`config.mk`:
```
export PLATFORM = sky130hd
export DESIGN_NAME = syn_fifo_reader
export DESIGN_NICKNAME = d
export VERILOG_FILES = /design/src/rtl/syn_fifo_pkg.sv /design/src/rtl/syn_fifo_reader_buf.sv /design/src/rtl/syn_fifo_reader.sv
export SDC_FILE = /design/constraint.sdc
export NUM_CORES = 1
export LEC_CHECK = 0
export CAP_MARGIN = 30
export CORE_ASPECT_RATIO = 1.1
export CORE_MARGIN = 10
export CORE_UTILIZATION = 39
export CTS_BUF_LIST = sky130_fd_sc_hd__clkbuf_4
export CTS_CLUSTER_DIAMETER = 120
export CTS_CLUSTER_SIZE = 30
export DETAILED_ROUTE_END_ITERATION = 6
export GPL_ROUTABILITY_DRIVEN = 0
export GPL_TIMING_DRIVEN = 0
export PLACE_DENSITY_LB_ADDON = 0.08
export SYNTH_ARGS = -nofsm -noshare
export SYNTH_HDL_FRONTEND = slang
export SYNTH_SLANG_ARGS = --single-unit
export TNS_END_PERCENT = 100
```
`constraint.sdc`:
```
create_clock -name sys_clk_i -period 2.06 [get_ports sys_clk_i]
set_input_delay 0.309 -clock sys_clk_i [delete_from_list [all_inputs] [get_ports sys_clk_i]]
set_output_delay 0.309 -clock sys_clk_i [all_outputs]
set_load 0.01 [all_outputs]
```
`src/rtl/syn_fifo_pkg.sv`:
```
// Shared types and constants for the synchronous FIFO and its read-side consumer.
package syn_fifo_pkg;

    typedef enum logic [1:0] {
        IDLE   = 2'd0,
        STREAM = 2'd1,
        FLUSH  = 2'd2
    } reader_state_e;

    localparam int READER_BUF_DEPTH = 3;
    localparam int READER_PTR_W     = 2;
    localparam int READER_OCC_W     = 2;

    // Circular pointer advance for the non-power-of-two reader buffer.
    function automatic logic [READER_PTR_W-1:0] reader_ptr_inc(input logic [READER_PTR_W-1:0] p);
        return (p == READER_PTR_W'(READER_BUF_DEPTH - 1)) ? '0 : p + 1'b1;
    endfunction

endpackage

```
`src/rtl/syn_fifo_reader_buf.sv`:
```
// 3-entry circular skid buffer that absorbs the FIFO's registered read latency.
module syn_fifo_reader_buf
    import syn_fifo_pkg::*;
#(
    parameter int DATA_WIDTH = 8
) (
    input  logic                    clk,
    input  logic                    rst,
    input  logic                    wr_en,
    input  logic [DATA_WIDTH-1:0]   wr_data,
    input  logic                    pop,
    input  logic                    clr,
    output logic [DATA_WIDTH-1:0]   head_data,
    output logic [READER_OCC_W-1:0] occ
);

    logic [DATA_WIDTH-1:0]   mem [READER_BUF_DEPTH];
    logic [READER_PTR_W-1:0] rd_ptr;
    logic [READER_PTR_W-1:0] wr_ptr;
    logic [READER_OCC_W-1:0] occ_q;

    // Storage needs no reset: occupancy alone decides what is valid.
    always_ff @(posedge clk) begin
        if (wr_en) begin
            mem[wr_ptr] <= wr_data;
        end
    end

    always_ff @(posedge clk) begin
        if (rst || clr) begin
            rd_ptr <= '0;
            wr_ptr <= '0;
            occ_q  <= '0;
        end else begin
            if (wr_en) begin
                wr_ptr <= reader_ptr_inc(wr_ptr);
            end
            if (pop) begin
                rd_ptr <= reader_ptr_inc(rd_ptr);
            end
            case ({wr_en, pop})
                2'b10:   occ_q <= occ_q + 1'b1;
                2'b01:   occ_q <= occ_q - 1'b1;
                default: occ_q <= occ_q;
            endcase
        end
    end

    assign head_data = mem[rd_ptr];
    assign occ       = occ_q;

endmodule

```
`src/rtl/syn_fifo_reader.sv`:
```
// Read-side consumer for syn_fifo: pops the FIFO, buffers returned words and
// presents them as a full-throughput valid/ready stream, with a draining flush.
module syn_fifo_reader
    import syn_fifo_pkg::*;
#(
    parameter int DATA_WIDTH = 8,
    parameter int CNT_WIDTH  = 16
) (
    input  logic                  sys_clk_i,
    input  logic                  sys_rst_i,
    input  logic                  enable_i,
    input  logic                  flush_i,
    input  logic                  fifo_empty_i,
    input  logic [DATA_WIDTH-1:0] fifo_data_i,
    output logic                  fifo_rd_o,
    output logic                  m_valid_o,
    output logic [DATA_WIDTH-1:0] m_data_o,
    input  logic                  m_ready_i,
    output logic [CNT_WIDTH-1:0]  xfer_cnt_o,
    output logic                  busy_o,
    output logic                  flush_done_o,
    output reader_state_e         dbg_state_o
);

    // Stream handshake: a beat transfers on a rising edge where m_valid_o and
    // m_ready_i are both high; m_valid_o never depends on m_ready_i, and
    // m_ready_i never reaches fifo_rd_o combinationally.

    reader_state_e           state_q;
    reader_state_e           state_d;
    logic                    inflight_q;
    logic [CNT_WIDTH-1:0]    cnt_q;
    logic [READER_OCC_W-1:0] occ;
    logic [DATA_WIDTH-1:0]   head_data;
    logic [2:0]              occ_sum;
    logic                    can_pop;
    logic                    hs;
    logic                    buf_wr;
    logic                    rd;
    logic                    done;

    assign occ_sum = {1'b0, occ} + {2'b00, inflight_q};
    assign can_pop = (occ_sum <= 3'd2);
    assign hs      = m_valid_o & m_ready_i;
    // Words returned while flushing (or in the flush cycle itself) are dropped.
    assign buf_wr  = inflight_q & (state_q == STREAM) & ~flush_i;

    always_comb begin
        state_d = state_q;
        rd      = 1'b0;
        done    = 1'b0;
        case (state_q)
            IDLE: begin
                if (flush_i) begin
                    state_d = FLUSH;
                end else if (enable_i) begin
                    state_d = STREAM;
                end
            end
            STREAM: begin
                rd = enable_i & ~fifo_empty_i & can_pop;
                if (flush_i) begin
                    state_d = FLUSH;
                end else if (!enable_i && occ == '0 && !inflight_q) begin
                    state_d = IDLE;
                end
            end
            FLUSH: begin
                rd = ~fifo_empty_i;
                if (!flush_i && fifo_empty_i && !inflight_q) begin
                    state_d = IDLE;
                    done    = 1'b1;
                end
            end
            default: state_d = IDLE;
        endcase
    end

    always_ff @(posedge sys_clk_i) begin
        if (sys_rst_i) begin
            state_q    <= IDLE;
            inflight_q <= 1'b0;
            cnt_q      <= '0;
        end else begin
            state_q    <= state_d;
            inflight_q <= rd;
            if (hs) begin
                cnt_q <= cnt_q + 1'b1;
            end
        end
    end

    syn_fifo_reader_buf #(
        .DATA_WIDTH(DATA_WIDTH)
    ) u_buf (
        .clk      (sys_clk_i),
        .rst      (sys_rst_i),
        .wr_en    (buf_wr),
        .wr_data  (fifo_data_i),
        .pop      (hs & ~flush_i),
        .clr      (flush_i),
        .head_data(head_data),
        .occ      (occ)
    );

    assign fifo_rd_o    = rd;
    assign m_valid_o    = (occ != '0);
    assign m_data_o     = m_valid_o ? head_data : '0;
    assign xfer_cnt_o   = cnt_q;
    assign busy_o       = (state_q != IDLE);
    assign flush_done_o = done;
    assign dbg_state_o  = state_q;

endmodule

```
* Word level (Yosys, flattened, before mapping)
Memory sizes are Yosys's and may differ from the RTL's. A register that Yosys moved wholly into a read port is not among the register bits. Cells that the tools add are included.
Storage, ports and cells: logic and storage cells 62, register bits 25, RAM bits 24, memories kept 1, output and inout bits 30
Memory list:
- u_buf.mem | depth 3, width 8, rd ports 1, clocked after Yosys merged registers in 1, wr ports 1, line syn_fifo_reader_buf.sv:17 | logic [DATA_WIDTH-1:0] mem [READER_BUF_DEPTH];
Operators by class: bitwise operators 8, reduce and logical (&&, ||, !) cells 14, $add $sub $neg 6, magnitude comparators 1, eq/ne operators 9, muxes and demuxes 17
Operators by type and width (count):
- 2-bit two-way mux | 9
- 16-bit by 1-bit adder with 16-bit output (second input constant) | 1
- 2-bit equality test (second input constant) | 4
- 8-bit two-way mux | 1
- 2-bit by 1-bit adder with 2-bit output (second input constant) | 3
- 1-bit AND | 6
- 2-bit case mux with 3 select lines | 1
- 2-bit nonzero test | 3
- 2-bit by 1-bit equality test with 1-bit output (second input constant) | 2
- 1-bit logical AND | 4
- 2-bit logical NOT | 2
- 1-bit two-way mux | 4
- 2-bit case mux with 2 select lines | 1
- 2-bit by 1-bit adder with 3-bit output | 1
- 3-bit by 2-bit <= comparator with 1-bit output (second input constant) | 1
- 1-bit logical NOT | 3
- 3-bit by 2-bit inequality test with 1-bit output (second input constant) | 1
- 3-bit inequality test (second input constant) | 1
- 3-bit AND reduction | 1
- 2-bit inequality test (second input constant) | 1
- 1-bit inverter | 2
- 1-bit case mux with 2 select lines | 1
- 2-bit by 1-bit subtractor with 2-bit output (second input constant) | 1
- 1-bit logical OR | 1

* Longest topological paths before layout
depth after elaboration 6, gate-level depth with buffers 8, depth with buffers taken out 7

* By module
A second synthesis with hierarchy kept.
Unflattened totals: cells, all modules 212, area total of the unflattened synthesis 2267.2 µm²
By module, submodules not included:
- syn_fifo_reader_buf | times used 1, seq. area each 880.8 µm², cells an instance 83, area an instance 1187.4 µm²
- syn_fifo_reader | times used 1, seq. area each 380.4 µm², cells an instance 129, area an instance 1079.8 µm²

* Worst setup path before layout
OpenSTA, ideal clock, no wires.
kind register to register, start register state_q[0], in the netlist dbg_state_o[0], end memory u_buf.mem[2][0], enable pin, cell stages (with the launch flop) 4, period minus slack after synthesis 1.886 ns, path slack 0.174 ns, arrival 1.501 ns, cell sequence dfxtp_1 > ha_1 > nand3b_1 > nor3b_1
On the way: word-level cells in the longest chain between the ends 5
Ends and longest elaborated chain:
- from (decl) | line syn_fifo_reader.sv:29 | reader_state_e state_q;
- from (signal assigned) | line syn_fifo_reader.sv:85 | state_q <= state_d;
- 2-bit by 1-bit equality test with 1-bit output | line syn_fifo_reader.sv:46 | assign buf_wr = inflight_q & (state_q == STREAM) & ~flush_i;
- 1-bit AND (2 in series) | line syn_fifo_reader.sv:46
- 1-bit two-way mux | line syn_fifo_reader_buf.sv:24 | if (wr_en) begin
- 1-bit two-way mux (implied by the code) | line syn_fifo_reader_buf.sv:25 | mem[wr_ptr] <= wr_data;
- to (decl) | line syn_fifo_reader_buf.sv:17
No other way between the ends.

* Final worst setup path
start register u_buf.occ_q[0], in the netlist u_buf.occ[0], end output port fifo_rd_o
On the way: word-level cells in the longest chain between the ends 4
Ends and longest elaborated chain:
- from (decl) | line syn_fifo_reader_buf.sv:20 | logic [READER_OCC_W-1:0] occ_q;
- from (signal assigned) | line syn_fifo_reader_buf.sv:42 | 2'b10: occ_q <= occ_q + 1'b1;
- from (signal assigned) | line syn_fifo_reader_buf.sv:43 | 2'b01: occ_q <= occ_q - 1'b1;
- from (signal assigned) | line syn_fifo_reader_buf.sv:44 | default: occ_q <= occ_q;
- 2-bit by 1-bit adder with 3-bit output | line syn_fifo_reader.sv:42 | assign occ_sum = {1'b0, occ} + {2'b00, inflight_q};
- 3-bit by 2-bit <= comparator with 1-bit output | line syn_fifo_reader.sv:43 | assign can_pop = (occ_sum <= 3'd2);
- 1-bit AND | line syn_fifo_reader.sv:61 | rd = enable_i & ~fifo_empty_i & can_pop;
- 1-bit case mux with 2 select lines | line syn_fifo_reader.sv:52 | case (state_q)
- to (decl) | line syn_fifo_reader.sv:15 | output logic fifo_rd_o,
No other way between the ends.

==> run summary <==
Async set-reset flop share out of synthesis = 0
Syn_nets = 239
DR vias/cell = 4.87
Setup CP Type = reg -> out
Critical path peak fanout = 2
First DRT Iteration DRCs = 37
Leakage power = 1.15 nW
Vias in the first global route = 1,642
Post-synth EDFFs = 24
Max-cap violations = 0
Share of cells above drive strength 1 = 0.159
Syn-to-layout area delta = 33.4%
Number of stages on the worst setup path = 7
RSZ-0062 raised after global routing = true
Total gr overflow = 0
Met3 usage = 0.0444
DRT Wirelength = 4910 um
Core box area = 5500 um2
# IOs = 44
First-pass GRT wire length = 7820 um
Critical path cell sequence = ha_4, inv_2, ha_4, a21o_1, a31oi_2, nor3b_1, buf_2
Row cnt = 28
DRC Markers = 0
R2r endpoint = u_buf.occ[1]
Worst vdd ir = 0.000371 V
Number of vias in the routed layout = 1,710
Startpoint Class = flip-flop
Routing usage on met2 = 0.169
CP Data Arrival Time = 1.78 ns
Initial antenna violation count = 0
Worst Reg2Reg Path Length in Cells = 6
Final Setup Violations = 1
Die ar. = 9200 um2
Worst Hold Class = reg -> reg
Clk pin slew, worst setup/hold paths = 0.14 ns
FF-to-FF Start = dbg_state_o[1]
Wire length per cell = 14.0 um
Worst Tran Pin Value = 0.651 ns
End of the critical path = fifo_rd_o
Initial Util = 0.408
Fillcell total = 517
Max incr delay on CP = 0.38 ns
Die height = 99.6 um
Die X = 92.4 um
M1 GR Usage = 0.120
CP required = 1.75 ns
Max-slew headroom = 0.565
Power per standard cell area = 596 nW/um2
Synth Register Bits = 51
Status = complete, but fails checks
Pin count of the biggest net entering global routing = 17
Final hold viol count = 0
Bufs and invs on worst path = 2
Total CTS buffers = 5
Placed cell area = 2780 um2
Clk Latency, worst-skew pair = 0.36 ns
Synth unique cells = 40
H-tree level count = 2
Pwr Total = 0.00178 W
Post-CTS Hold Buffers = 0
Post-Syn Area = 2250 um2
ANT nets after route = 0
First-pass DRT Iterations = 4
Dominant synthesized flop cell = dfxtp_1
Final instance area = 3000 um2
CTS root buf = clkbuf_4
Port Buffers = 43
Gr busiest metal = met2
Multi-input combinational cell area = 953 um2
Clock sink count = 51
PnR worst setup slack = -0.0331 ns
Crit-path most repeated cell = ha_4
Flop2flop setup slack = 0.17 ns
CTS tree = yes
Top delay family on crit path = adder cells
Seq/Total Area, Yosys = 0.562
Worst Skew = 0.0120 ns
Yosys warns = 0
Max-slew violations = 0
# diodes = 0
Syn Area/Cell = 10.3 um2
Register area = 1280 um2
Tcrit/Tclk final = 1.02
Gr usage total = 0.104
Failing checks = negative setup slack
Detailed Place HPWL = 3500 um
CTS Buffer Depth = 2
CP Launch Point = u_buf.occ[0]
Tmin final = 2.09 ns
CP max stage cell = dfxtp_2
F_max = 0.478 GHz
Final net count = 297
Gate Count Post-Synth = 217
CP Capture Type = output pin
-- flip-flops by register name, indices dropped and copies added (netlist names), named ones only --
signal and count:
inflight_q 1, u_buf.rd_ptr 2, xfer_cnt_o 16, u_buf.occ 2, dbg_state_o 2, u_buf.wr_ptr 2
u_buf.mem 24
-- synth_stat cells, types with 2 or more instances --
cell,n,area share
nand3_1,4,0.0089
mux2i_1,9,0.040
or3_1,4,0.011
inv_1,13,0.022
nor4_1,3,0.0084
clkbuf_1,6,0.010
buf_2,2,0.0045
or2_2,2,0.0056
xnor2_1,10,0.039
o21ai_0,6,0.013
edfxtp_1,24,0.32
nand2_1,7,0.012
nor2_1,40,0.067
or4_1,2,0.0067
dfxtp_1,27,0.24
ha_1,8,0.045
a21oi_1,19,0.042
xor2_1,2,0.0078
nor3_1,7,0.016
nor3b_1,2,0.0067
-- layout make-up --
cell class / instances / area share
sequential: 51 / 0.426
multi-input combinational: 144 / 0.318
timing repair buffer: 53 / 0.169
tap: 75 / 0.0313
inverter: 13 / 0.0163
clock buffer: 6 / 0.0150
clock inverter: 2 / 0.0125
buffer: 7 / 0.0113
-- worst reg2reg max path, cell delays in order (launching register included) --
cell and delay [ns]:
dfxtp_2 0.36, inv_1 0.07, ha_1 0.24, nand3b_1 0.26
ha_1 0.41, or3_1 0.35, a21oi_1 0.13
-- logic make-up (layout without fill, tap and decap cells) --
group | after synthesis | after routing | share of synthesized area
AO/OA/AOI/OAI | 33 | 33 | 0.0825
multiplexers | 10 | 10 | 0.0451
buffers and inverters | 22 | 81 | 0.0379
AND/OR/NAND/NOR | 81 | 81 | 0.182
XOR/XNOR | 12 | 12 | 0.0468
flip-flops | 51 | 51 | 0.562
adder cells (fa/ha/maj) | 8 | 8 | 0.0446
-- worst min path at each step --
stage	start	endpoint	slack, ns	cells past startpoint
floorplan	fifo_empty_i	inflight_q	0.39	1
global placement	u_buf.wr_ptr[1]	u_buf.wr_ptr[1]	0.47	2
detailed placement	xfer_cnt_o[15]	xfer_cnt_o[15]	0.47	2
CTS	u_buf.wr_ptr[1]	u_buf.wr_ptr[1]	0.49	2
global route	fifo_data_i[6]	u_buf.mem[1][6]	0.52	1
finish	u_buf.rd_ptr[0]	flip-flop	0.48	2
-- layout by cell type, fill, tap and decap left out, types with 7 or more instances in the layout --
cell type,n
edfxtp_1,24
nor2_1,39
clkdlybuf4s50_1,33
dfxtp_1,20
buf_4,9
nand2_1,7
xnor2_1,10
inv_1,12
mux2i_1,9
a21oi_1,19
-- per-stage QoR --
step                instances  setup WS, ns  utilization  hold WS, ns  setup TNS, ns
finish                    351       -0.0331        0.545        0.481        -0.0331
floorplan                 217         0.174            -        0.386              0
detailed placement        337        -0.188        0.505        0.474          -2.64
global route              351        -0.174        0.545        0.521         -0.212
global placement          335        -0.556        0.504        0.468          -9.56
CTS                       346      -0.00216        0.526        0.494       -0.00216
-- where the power goes --
group	internal (W)	leakage, nW	switching [W]	total (W)
sequential	0.00106	0.438	0.00000576	0.00107
clock	0.000270	0.0419	0.000309	0.000578
combinational	0.0000763	0.668	0.0000627	0.000139
-- routing by layer --
metal | routed length [um] | up-vias | part of all wire
li1 | - | 874 | -
met4 | 53 | 0 | 0.011
met1 | 2130 | 784 | 0.43
met5 | 0 | - | 0
met3 | 375 | 5 | 0.076
met2 | 2350 | 47 | 0.48
-- repair_timing --
item | 4_1_cts | 5_1_grt
pin swaps | 1 | 6
cloned | 0 | 0
setup endpoints to repair | 10 | 24
setup buffers | 3 | 5
gates resized for setup | 18 | 20
(Power assumes the default switching activity.)
